### src/rtl/muldiv_sequencer.sv
// Iterative multiply/divide unit for the HI/LO pair: radix-2 shift-add multiply,
// restoring divide, one iteration per clock, sign correction in a final step.
//
// state | meaning
// IDLE  | waiting for a start request
// RUN   | one shift-add / shift-subtract iteration per cycle, counter walks down
// FIX   | sign correction, result written to hi/lo on exit
// DONE  | one-cycle completion pulse; a new start may be accepted here
module muldiv_sequencer #(
   parameter int WIDTH = 32
) (
   input  logic             clk,
   input  logic             reset,
   input  logic             start,
   input  logic [1:0]       op,
   input  logic [WIDTH-1:0] a,
   input  logic [WIDTH-1:0] b,
   input  logic             flush,
   output logic             busy,
   output logic             stall,
   output logic             done,
   output logic [WIDTH-1:0] hi,
   output logic [WIDTH-1:0] lo,
   output logic             div_by_zero
);
   localparam int CW = (WIDTH > 1) ? $clog2(WIDTH) : 1;
   localparam logic [CW-1:0] CNT_INIT = CW'(WIDTH - 1);

   typedef enum logic [1:0] {
      S_IDLE = 2'd0,
      S_RUN  = 2'd1,
      S_FIX  = 2'd2,
      S_DONE = 2'd3
   } state_t;

   state_t               state_q, state_d;
   logic [CW-1:0]        cnt_q, cnt_d;
   logic [2*WIDTH-1:0]   acc_q, acc_d;
   logic [WIDTH-1:0]     opnd_q, opnd_d;
   logic [WIDTH-1:0]     hi_q, hi_d, lo_q, lo_d;
   logic [1:0]           op_q, op_d;
   logic                 sign_a_q, sign_a_d, sign_b_q, sign_b_d;
   logic                 dbz_q, dbz_d;

   logic [WIDTH-1:0]     mag_a, mag_b, quo_fix, rem_fix, a_orig;
   logic [WIDTH:0]       mult_sum, div_shift, div_diff;
   logic [2*WIDTH-1:0]   prod_fix;
   logic                 accept, negate_q;

   assign mag_a = (op[0] && a[WIDTH-1]) ? -a : a;
   assign mag_b = (op[0] && b[WIDTH-1]) ? -b : b;

   // acc holds {partial product, multiplier} for multiply and {remainder, quotient} for divide
   assign mult_sum  = {1'b0, acc_q[2*WIDTH-1:WIDTH]} + (acc_q[0] ? {1'b0, opnd_q} : '0);
   assign div_shift = {acc_q[2*WIDTH-1:WIDTH], acc_q[WIDTH-1]};
   assign div_diff  = div_shift - {1'b0, opnd_q};

   assign negate_q = op_q[0] && (sign_a_q ^ sign_b_q);
   assign prod_fix = negate_q ? -acc_q : acc_q;
   assign quo_fix  = negate_q ? -acc_q[WIDTH-1:0] : acc_q[WIDTH-1:0];
   assign rem_fix  = (op_q[0] && sign_a_q) ? -acc_q[2*WIDTH-1:WIDTH] : acc_q[2*WIDTH-1:WIDTH];
   // On the first RUN cycle the low half still holds the dividend magnitude
   assign a_orig   = sign_a_q ? -acc_q[WIDTH-1:0] : acc_q[WIDTH-1:0];

   assign accept = start && !flush && (state_q == S_IDLE || state_q == S_DONE);

   always_ff @(posedge clk) begin
      if (reset) begin
         state_q  <= S_IDLE;
         cnt_q    <= '0;
         acc_q    <= '0;
         opnd_q   <= '0;
         op_q     <= '0;
         sign_a_q <= 1'b0;
         sign_b_q <= 1'b0;
         hi_q     <= '0;
         lo_q     <= '0;
         dbz_q    <= 1'b0;
      end else begin
         state_q  <= state_d;
         cnt_q    <= cnt_d;
         acc_q    <= acc_d;
         opnd_q   <= opnd_d;
         op_q     <= op_d;
         sign_a_q <= sign_a_d;
         sign_b_q <= sign_b_d;
         hi_q     <= hi_d;
         lo_q     <= lo_d;
         dbz_q    <= dbz_d;
      end
   end

   always_comb begin
      state_d  = state_q;
      cnt_d    = cnt_q;
      acc_d    = acc_q;
      opnd_d   = opnd_q;
      op_d     = op_q;
      sign_a_d = sign_a_q;
      sign_b_d = sign_b_q;
      hi_d     = hi_q;
      lo_d     = lo_q;
      dbz_d    = dbz_q;

      if (flush) begin
         state_d = S_IDLE;
      end else begin
         case (state_q)
            S_IDLE, S_DONE: begin
               state_d = S_IDLE;
               if (accept) begin
                  state_d  = S_RUN;
                  cnt_d    = CNT_INIT;
                  op_d     = op;
                  sign_a_d = op[0] && a[WIDTH-1];
                  sign_b_d = op[0] && b[WIDTH-1];
                  opnd_d   = op[1] ? mag_b : mag_a;
                  acc_d    = {{WIDTH{1'b0}}, (op[1] ? mag_a : mag_b)};
               end
            end
            S_RUN: begin
               if (op_q[1] && (opnd_q == '0)) begin
                  state_d = S_DONE;
                  hi_d    = a_orig;
                  lo_d    = '1;
                  dbz_d   = 1'b1;
               end else begin
                  if (op_q[1]) begin
                     if (div_diff[WIDTH])
                        acc_d = {div_shift[WIDTH-1:0], acc_q[WIDTH-2:0], 1'b0};
                     else
                        acc_d = {div_diff[WIDTH-1:0], acc_q[WIDTH-2:0], 1'b1};
                  end else begin
                     acc_d = {mult_sum, acc_q[WIDTH-1:1]};
                  end
                  if (cnt_q == '0)
                     state_d = S_FIX;
                  else
                     cnt_d = cnt_q - CW'(1);
               end
            end
            S_FIX: begin
               state_d = S_DONE;
               if (op_q[1]) begin
                  lo_d  = quo_fix;
                  hi_d  = rem_fix;
                  dbz_d = 1'b0;
               end else begin
                  {hi_d, lo_d} = prod_fix;
               end
            end
            default: state_d = S_IDLE;
         endcase
      end
   end

   assign busy        = (state_q == S_RUN) || (state_q == S_FIX);
   assign done        = (state_q == S_DONE);
   assign stall       = !reset && (busy || accept);
   assign hi          = hi_q;
   assign lo          = lo_q;
   assign div_by_zero = dbz_q;
endmodule

### config.mk
export PLATFORM = sky130hd
export DESIGN_NAME = muldiv_sequencer
export DESIGN_NICKNAME = d
export VERILOG_FILES = /design/src/rtl/muldiv_sequencer.sv
export SDC_FILE = /design/constraint.sdc
export NUM_CORES = 1
export LEC_CHECK = 0
export CAP_MARGIN = 40
export CORE_MARGIN = 4
export CORE_UTILIZATION = 55
export DETAILED_ROUTE_END_ITERATION = 6
export GPL_TIMING_DRIVEN = 0
export PLACE_DENSITY = 0.77
export SYNTH_ARGS = -nofsm -noshare
export SYNTH_HDL_FRONTEND = slang
export SYNTH_SLANG_ARGS = --single-unit
### constraint.sdc
create_clock -name clk -period 4.3 [get_ports clk]
set_input_delay 0.645 -clock clk [delete_from_list [all_inputs] [get_ports clk]]
set_output_delay 0.645 -clock clk [all_outputs]
set_load 0.02 [all_outputs]
==> flow_summary.ini <==
[global_route]
grt_pass1_vias = 15700
antenna_found_initial = 0
grt_pass1_wl_um = 90100
grt_overflow_total = 0
grt_max_degree = 20
grt_usage_pct = 37.5

[floorplan]
die_x_um = 173
die_y_um = 173
fp.dieArea_mm2 = 0.0299
core_area_mm2 = 0.0269
io_pins = 138
start_util_pct = 55.7
rows = 60

[timing]
fin_tns_setup_ns = -0.0562
worstMarginPinSlew_ns = 0.984
fin_hold_ws_ns = 0.456
fin_crit_sh_pct = 101
drv_slew = 0
slew_headroom_pct = 33.8
finalHoldViolCount = 0
period_needed_ns = 4.36
timing.final.ws_setup_ns = -0.0562
setup_viol = 1
rsz0062_at_grt = no
finClkSkew_ns = 0.0214
max_freq_mhz = 230

[synthesis]
ys_ff_latch = 172
ys_top_cells_by_count = nand2_1, nor2_1, a21oi_1, dfxtp_1, o21ai_0
synth.distinct_cells = 73
synth_edf_count = 0
synthCells = 2067
ys_warn_count = 0
yosys.area.top_type = dfxtp_1
yosysMostFrequentCell = nand2_1
syn-num-nets = 2212
synth.cell_area_mm2 = 0.0150
yosys-top-cells-area = dfxtp_1, a21oi_1, xnor2_1, ha_1, xor2_1
synth-async-reset-ratio_pct = 0
synth_top_area_share_pct = 23.0
ys_seq_area_share_pct = 23.0
synth_area_per_cell_um2 = 7.24
synth_flop_cell = dfxtp_1

[power]
seqPwrFrac_pct = 36.8
ir_drop_v = 0.000218
p_leak_nw = 6.60
power.internal_mw = 2.92
p_comb_share_pct = 28.6
switching_share_pct = 37.2
p_per_area_mw_per_mm2 = 267
clockPowerShare_pct = 34.6
p_sw_mw = 1.73

[clock_tree]
clk_path_buf_depth = 2
htree_levels = 4
path_clk_slew_ns = 0.08
root_buffer = clkbuf_16
cts.sinks = 172
cts_tree = yes
numCtsBuffers = 17
clk_latency_ns = 0.46

[worst_setup_path]
reg2reg_from = acc_q[31]
r2r_cells = 13
rr_endpoint = acc_q[33]
max_stage_delay_ns = 0.73
startpoint_type = primary input
r2r_slack_ns = 0.13
crit_type = primary input to output pin
crit_path_max_fanout = 10
critPathRequiredTime_ns = 3.65
cp_cell_sequence = clkdlybuf4s50_1 > clkbuf_1 > clkbuf_1 > clkbuf_2 > a21oi_1 > clkdlybuf4s50_1
crit_slowest_cell = clkbuf_1
worst_setup_path_end_kind = output pin
arrival_ns = 3.71

[routing]
via_count = 16900
top_layer = met4
wl_um = 58800
drc_errors = 0
postRouteAntennaNets = 0
wl_per_cell_um = 22.8
met2_length_um = 25300
wl_met1_um = 24700
first_pass_iters = 7
drt_iter0_markers = 2088
vias_per_cell = 6.54
wl_met3_um = 5690

[cells_and_area]
area_growth_pct = 16.3
multi_input_area_mm2 = 0.0107
nFillCells = 2498
final_net_count = 2371
drive_above_1_share_pct = 4.51
final_area_mm2 = 0.0174
n_antenna_cell = 0
seq_area_mm2 = 0.00344
fin_util_pct = 64.8

[placement]
portBuffers = 135
place_congestion = 1.10
hpwl_um = 47100
pre_cts_ws_ns = -0.454
placed_area_mm2 = 0.0168

[worst_hold_path]
holdPathStages = 2
hp-class = flip-flop to flip-flop
hp-start = hi[4]
hold_path_end = hi[4]

[outcome]
run_status = finished with violations
violations = setup timing

[flow_run]
drv_cap = 0
==> state kept, by name, summed over array words and instances (netlist names) <==
name         cells
acc_q           64
hi              32
lo              32
opnd_q          32
cnt_q            5
op_q             2
state_q          2
div_by_zero      1
sign_a_q         1
sign_b_q         1
==> routing by layer <==
metal  vias to the layer above  track usage, %
li1                       7771               -
met1                      7869            51.3
met2                      1035            58.0
met3                       210            6.60
met4                         0            17.3
met5                         -               0
==> how the worst max path moves through the flow <==
stage | slack [ns] | endpoint | depth (start not counted) | from
after floorplan | 0.79 | acc_q[59] | 11 | acc_q[54]
after global placement | -0.44 | acc_q[59] | 13 | acc_q[31]
after detailed placement | -0.45 | acc_q[59] | 13 | acc_q[31]
after CTS | 0.001 | acc_q[59] | 13 | acc_q[31]
after global routing | 0.003 | stall | 6 | reset
final | -0.06 | stall | 6 | reset
==> worst max-delay path, delay by kind of cell <==
family | cells | cell delay, ns
compound gates | 1 | 0.08
buf+inv | 5 | 2.97
==> cell usage in the layout, fill, tap and decap left out, drive strengths merged, types with 36 or more instances in the layout <==
| master | Yosys | final |
|---|---|---|
| xor2 | 98 | 98 |
| ha | 73 | 73 |
| nor3 | 50 | 50 |
| a21oi | 204 | 204 |
| nand2 | 225 | 225 |
| o21ai | 145 | 145 |
| mux2i | 38 | 38 |
| nor2 | 211 | 211 |
| clkdlybuf4s50 | 0 | 135 |
| a211oi | 58 | 58 |
| dfxtp | 172 | 172 |
| a31oi | 36 | 36 |
| xnor2 | 111 | 111 |
| clkbuf | 129 | 144 |
| inv | 72 | 80 |
==> layout make-up <==
| cell class | instances | area share, % |
|---|---|---|
| Multi-Input combinational cell | 1678 | 61.5 |
| Buffer | 145 | 3.27 |
| Clock buffer | 17 | 2.44 |
| Tap cell | 341 | 2.45 |
| Clock inverter | 15 | 0.956 |
| Timing Repair Buffer | 140 | 8.00 |
| Inverter | 72 | 1.55 |
| Sequential cell | 172 | 19.8 |
==> repair_timing <==
| item | CTS | global route |
|---|---|---|
| buffers inserted | 0 | 1 |
| endpoints found under the setup margin | 31 | 32 |
| hold buffers | 0 | 0 |
| resized for setup | 5 | 14 |
| pin swaps | 0 | 1 |
==> cell families after synthesis <==
kind of cell	Yosys count	synth area share, %
adders and majority gates	75	6.37
DFF	172	23.0
xor gates and xnor gates	209	12.2
buffers and inverters	217	5.53
and+or+nand+nor	679	21.0
AOI/OAI and AO/OA	646	26.9
muxes	69	4.87
==> power by group through the flow <==
| stage | clock network, mW | logic (mW) | registers (mW) |
|---|---|---|---|
| global route | 1.66 | 1.42 | 1.72 |
| detailed placement | 0 | 1.27 | 1.74 |
| CTS | 1.60 | 1.28 | 1.71 |
| global placement | 0 | 1.26 | 1.74 |
| finish | 1.61 | 1.33 | 1.71 |
| floorplan | 0 | 0.837 | 1.73 |
==> through the flow <==
stage	power [mW]	cells
detailed placement	3.02	2547
finish	4.65	2580
global placement	3.00	2543
CTS	4.59	2579
global route	4.80	2580
floorplan	2.57	2067
(Power assumes the default switching activity.)
